<file path="config.mk">
export PLATFORM = sky130hd
export DESIGN_NAME = aes_round_ctrl
export DESIGN_NICKNAME = d
export VERILOG_FILES = /design/src/rtl/aes_round_ctrl.sv
export SDC_FILE = /design/constraint.sdc
export NUM_CORES = 1
export LEC_CHECK = 0
export CAP_MARGIN = 20
export CORE_AREA = 2 2 39 41
export CTS_CLUSTER_SIZE = 40
export DETAILED_ROUTE_END_ITERATION = 8
export DIE_AREA = 0 0 41 43
export PLACE_DENSITY = 0.65
export SLEW_MARGIN = 20
export SYNTH_ARGS = -nofsm -noshare
export SYNTH_HDL_FRONTEND = slang
export SYNTH_SLANG_ARGS = --single-unit
</file>
<file path="constraint.sdc">
create_clock -name clk -period 2.5 [get_ports clk]
set_clock_uncertainty 0.05 [all_clocks]
set_input_delay 0.5 -clock clk [delete_from_list [all_inputs] [get_ports clk]]
set_output_delay 0.5 -clock clk [all_outputs]
set_load 0.05 [all_outputs]
</file>
<file path="src/rtl/aes_round_ctrl.sv">
// aes_round_ctrl: round sequencer for the iterative AES encryption core.
// Steps the shared round datapath through the initial key addition, NR-1 full
// rounds and the final round (no MixColumns), then offers the ciphertext over
// a valid/ready handshake. Control only: it produces selects, enables and the
// round index that the key schedule uses to present the matching round key.
module aes_round_ctrl #(
  parameter int unsigned NR = 10  // 10/12/14 for AES-128/192/256, legal 2..15
) (
  input  logic       clk,
  input  logic       rst_n,
  input  logic       start_valid,
  output logic       start_ready,
  input  logic       abort,
  output logic       load_state,
  output logic       state_en,
  output logic       skip_mix,
  output logic [3:0] round,
  output logic       busy,
  output logic       done_valid,
  input  logic       done_ready
);

  typedef enum logic [2:0] {
    ST_IDLE  = 3'd0,
    ST_INIT  = 3'd1,
    ST_ROUND = 3'd2,
    ST_FINAL = 3'd3,
    ST_DONE  = 3'd4
  } state_t;

  // Index of the final round and of the last round that still uses MixColumns.
  localparam logic [3:0] ROUND_LAST  = 4'(NR);
  localparam logic [3:0] ROUND_PENUL = 4'(NR - 1);

  state_t     state_q, state_d;
  logic [3:0] round_q, round_d;

  // State and round counter registers; reset lands in IDLE with round 0.
  always_ff @(posedge clk or negedge rst_n) begin
    if (!rst_n) begin
      state_q <= ST_IDLE;
      round_q <= 4'd0;
    end else begin
      state_q <= state_d;
      round_q <= round_d;
    end
  end

  // Next-state, round counter update and fully decoded datapath controls.
  always_comb begin
    state_d     = state_q;
    round_d     = round_q;
    start_ready = 1'b0;
    load_state  = 1'b0;
    state_en    = 1'b0;
    skip_mix    = 1'b0;
    busy        = 1'b0;
    done_valid  = 1'b0;

    case (state_q)
      ST_IDLE: begin
        start_ready = 1'b1;
        round_d     = 4'd0;
        if (start_valid) begin
          state_d = ST_INIT;
        end
      end

      // Initial AddRoundKey: the state register takes the input block
      // XORed with round key 0.
      ST_INIT: begin
        load_state = 1'b1;
        state_en   = 1'b1;
        busy       = 1'b1;
        state_d    = ST_ROUND;
        round_d    = 4'd1;
      end

      // Full rounds 1..NR-1. The >= compare keeps the counter from running
      // past NR even if it were ever disturbed.
      ST_ROUND: begin
        state_en = 1'b1;
        busy     = 1'b1;
        if (round_q >= ROUND_PENUL) begin
          state_d = ST_FINAL;
          round_d = ROUND_LAST;
        end else begin
          round_d = round_q + 4'd1;
        end
      end

      // Final round bypasses MixColumns.
      ST_FINAL: begin
        state_en = 1'b1;
        skip_mix = 1'b1;
        busy     = 1'b1;
        state_d  = ST_DONE;
        round_d  = ROUND_LAST;
      end

      // Hold the ciphertext until consumed; a start presented together with
      // done_ready is taken immediately for back-to-back blocks.
      ST_DONE: begin
        done_valid  = 1'b1;
        start_ready = done_ready;
        round_d     = ROUND_LAST;
        if (done_ready) begin
          round_d = 4'd0;
          state_d = start_valid ? ST_INIT : ST_IDLE;
        end
      end

      default: begin
        state_d = ST_IDLE;
        round_d = 4'd0;
      end
    endcase

    // Cancel wins over everything else, including a pending result.
    if (abort) begin
      state_d = ST_IDLE;
      round_d = 4'd0;
    end
  end

  assign round = round_q;

endmodule

</file>
# Word level (Yosys, flattened, before mapping)
# Index checks and enable logic that the tools add are counted.
# totals
ff_bits	7
wordCells	29
# op_classes
addsub	1
magnitude_cmp	1
n_eq_ne	7
mux	15
n_reduce_logical	3
# op_table
operator	n
$pmux W4 S4	1
$pmux W3 S5	1
$mux W3	4
$mux W4	3
$ne A3 B3 Y1 const B	3
$eq A3 B2 Y1 const B	2
$mux W1	5
$add A4 B1 Y4 const B	1
$ge A4 B4 Y1 const B	1
$eq A3 B1 Y1 const B	1
$eq A3 B3 Y1 const B	1
$logic_not A3 Y1	1
$reduce_and A3 Y1	1
$reduce_or A3 Y1	1
$pmux W1 S2	1

# Longest topological paths before layout
# depth
depth_word	4
ltp_mapped	5
depth_no_buf	5

# Worst setup path after synthesis
# Ideal clock, no wire load.
# synth_timing
kind	reg-to-output
start	reg state_q[2]
end	out start_ready
t_arrival_ns	1.664
t_required_ns	1.950
path_slack_ns	0.286
stages_incl_launch_ff	4
path_buffers	1
path_cell_list	dfrtp_1 -> clkbuf_2 -> nor2b_1 -> nor3_1
# synth_between
elab_chain_len	2
elab_cells_between_ends	3
classes_between	eq/ne (1); mux (1); reduce/logical (1)
# synth_lines
item	line	rtl
from (decl)	35	state_t state_q, state_d;
from (signal assigned)	44	state_q <= state_d;
$eq A3 B3 Y1 or $logic_not A3 Y1 (tied branches)	60	case (state_q)
$pmux W1 S2 *	60	
to (decl)	12	output logic start_ready,
# Mark *: on every way between the ends. The rest lies on a longest branch, timed or not.

# Worst setup path after layout
# layout_timing
start	reg state_q[1]
end	out load_state
# layout_between
elab_chain_len	2
# layout_lines
item	line	rtl
$eq A3 B1 Y1	60	
$mux W1	60	
to (decl)	14	output logic load_state,
# No other way between the ends.

==> impl_metrics.env <==
export IMPL_status="finished, final reports clean"
export IMPL_syn_area_sq_um=454.2
export IMPL_async_flop_share=1.000
export IMPL_whs_ns=0.4561
export IMPL_crit_required_ns=1.95
export IMPL_die_h_microns=43
export IMPL_synth_most_common_cell="nor2_1"
export IMPL_synthFlopType="dfrtp_1"
export IMPL_cts_tree="yes"
export IMPL_max_slew_margin=0.6659
export IMPL_nets=73
export IMPL_grt_antenna_before_repair=0
export IMPL_yosys_warnings=0
export IMPL_synthTopCellsByCount="10 x nor2_1, 7 x dfrtp_1, 3 x a21oi_1, 3 x ha_1, 3 x nor3_1"
export IMPL_final_util=0.4566
export IMPL_syn2layout_area_growth_pct=39.12
export IMPL_gp_congestion=0.7506
export IMPL_postRouteAntennaNets=0
export IMPL_placed_area_sq_um=605.6
export IMPL_post_cts_resized=0
export IMPL_setup_violations=0
export IMPL_switching_share=0.3577
export IMPL_synth_area_per_cell_sq_um=9.269
export IMPL_startpoint_type="register"
export IMPL_grt_overflow=0
export IMPL_fill_cells=146
export IMPL_cp_slowest_cell="clkdlybuf4s50_1"
export IMPL_maxCapViolCount=0
export IMPL_gr_usage_met2=0.1875
export IMPL_detail_route_first_pass_iterations=4
export IMPL_drive_gt1_frac=0.1875
export IMPL_dp_hpwl_microns=772.5
export IMPL_syn_inst=49
export IMPL_rsz0062_at_grt="false"
export IMPL_diodes=0
export IMPL_arrival_ns=1.79
export IMPL_finalCriticalPeriod_ns=2.340
export IMPL_path_max_fanout=7
export IMPL_internal_power_mw=0.2318
export IMPL_worstPathCellList="nand2b_1 > nor2_1 > clkdlybuf4s50_1"
export IMPL_busiest_layer="met2"
export IMPL_grt_usage=0.1382
export IMPL_synth_edff_count=0
export IMPL_placed_cells=76
export IMPL_cp_end_kind="output pin"
export IMPL_p_total_mw=0.3609
export IMPL_clock_path_buffers=2
export IMPL_vdd_drop_max_v=0.0002553
export IMPL_holdCritPathClass="in2async"
export IMPL_ys_seq_area_frac=0.3857
export IMPL_grt_pass1_wl_microns=1518
export IMPL_clkTransAtPathRegs_ns=0.06
export IMPL_synth_top_area_share=0.3857
export IMPL_vias_per_cell=4.863
export IMPL_tns_ns=0
export IMPL_worst_slack_ns=0.1596
export IMPL_hold_buffers=0
export IMPL_finalMaxSlewViolations=0
export IMPL_fmax_ghz=0.4273
export IMPL_drt_iter0_drc=5
export IMPL_grt_max_degree=10
export IMPL_post_cts_buffers=0
export IMPL_clock_root_buffer="clkbuf_4"
export IMPL_grt_use_met3=0.03141
export IMPL_synth_seq_cells=7
export IMPL_synth_area_leaders="dfrtp_1 39%, ha_1 8.3%, nor2_1 8.3%"
export IMPL_pre_cts_ws_ns=0.4142
export IMPL_avgRoutedWirePerCell_microns=12.31
export IMPL_p_switching_mw=0.1291
export IMPL_io_pins=15
export IMPL_dieArea_sq_mm=0.001763
export IMPL_yosysTopAreaCell="dfrtp_1"
export IMPL_grt_pass1_vias=373
export IMPL_numPortBuffers=14
export IMPL_cts_htree_levels=1
export IMPL_p_clk_frac=0.293
export IMPL_cts_sinks=7
export IMPL_min_period_over_period=0.9361
export IMPL_grt_util_met1=0.1634
export IMPL_pwr_share_comb=0.351
export IMPL_synth_nets=57
export IMPL_cellPowerDensity_mw_per_mm2=571.1
export IMPL_cts_buffers=3
export IMPL_leakagePower_nw=0.2803
export IMPL_fin_area_sq_um=631.9
export IMPL_drc=0
export IMPL_worst_slew_pin_slew_ns=0.4996
export IMPL_chipWidth_microns=41
export IMPL_path_class="reg2out"
export IMPL_synth_cell_types=25
export IMPL_fin_cells=80
export IMPL_p_seq_frac=0.356
export IMPL_start_util=0.3282
export IMPL_core_rowCount=14
export IMPL_drt_wl_total_microns=985
export IMPL_hold_violations=0
export IMPL_dr_total_vias=389
export IMPL_clk_latency_ns=0.26
export IMPL_core_area_sq_mm=0.001384
export IMPL_slowest_delay_ns=0.80
[area by class of cell]
| type | instances | area, sq um | share of cell area |
|---|---|---|---|
| multi-input cells | 36 | 250.2 | 0.3960 |
| well taps | 16 | 20.02 | 0.03168 |
| flip-flops and latches | 7 | 175.2 | 0.2772 |
| inverters | 2 | 7.507 | 0.01188 |
| repair buffers | 15 | 152.6 | 0.2416 |
| clock buffers | 4 | 26.28 | 0.04158 |
[path summary, 6_finish.rpt]
kind | end | slack, ns | cells after the start | from
worst min-delay path | state_q[0] | 0.46 | 1 | rst_n
min in group clk | state_q[1] | 0.54 | 1 | state_q[2]
worst max-delay path | load_state | 0.16 | 3 | state_q[1]
worst max register to register | round[1] | 0.80 | 4 | round[0]
worst min register to register | state_q[1] | 0.54 | 1 | state_q[2]
max in group asynchronous | round[3] | 1.69 | 1 | rst_n
[state kept, by name (all words and copies together) (netlist names)]
name     flops
round        4
state_q      3
[kinds of logic (layout without fill, tap and decap cells)]
family,Yosys count,in the layout,synth area share
AND/OR/NAND/NOR,25,25,0.3196
flip-flops,7,7,0.3857
AO/OA/AOI/OAI,6,6,0.1102
buffers and inverters,6,21,0.06334
adder cells (fa/ha/maj),3,3,0.08265
XOR/XNOR,2,2,0.03857
[cell usage in the layout (no fill, tap or decap), types with 2 or more instances in the layout]
cell type and count:
nor3_1 3, ha_1 3, inv_1 2, buf_4 3, clkbuf_4 3, nor2_1 10
dfrtp_1 7, nand3_1 2, a21oi_1 3, and2_1 2, clkdlybuf4s50_1 11
[worst max-delay path: cells and delay by family (launching register included)]
family / cells / cell delay, ns
buffers and inverters: 1 / 0.80
DFF: 1 / 0.45
and+or+nand+nor: 2 / 0.28
[power groups by stage]
stage / sequential, mW / combinational, mW / clock (mW)
after floorplan: 0.136 / 0.0786 / 0
after CTS: 0.128 / 0.128 / 0.112
final: 0.128 / 0.127 / 0.106
after global routing: 0.129 / 0.134 / 0.116
after detailed placement: 0.130 / 0.128 / 0
after global placement: 0.130 / 0.127 / 0
[per-layer routing]
layer | vias to the layer above | wire [microns]
met5 | - | 0
met4 | 0 | 19
met3 | 2 | 35
met2 | 8 | 501
met1 | 185 | 428
li1 | 194 | -
Power figures use the tool's default switching activity.
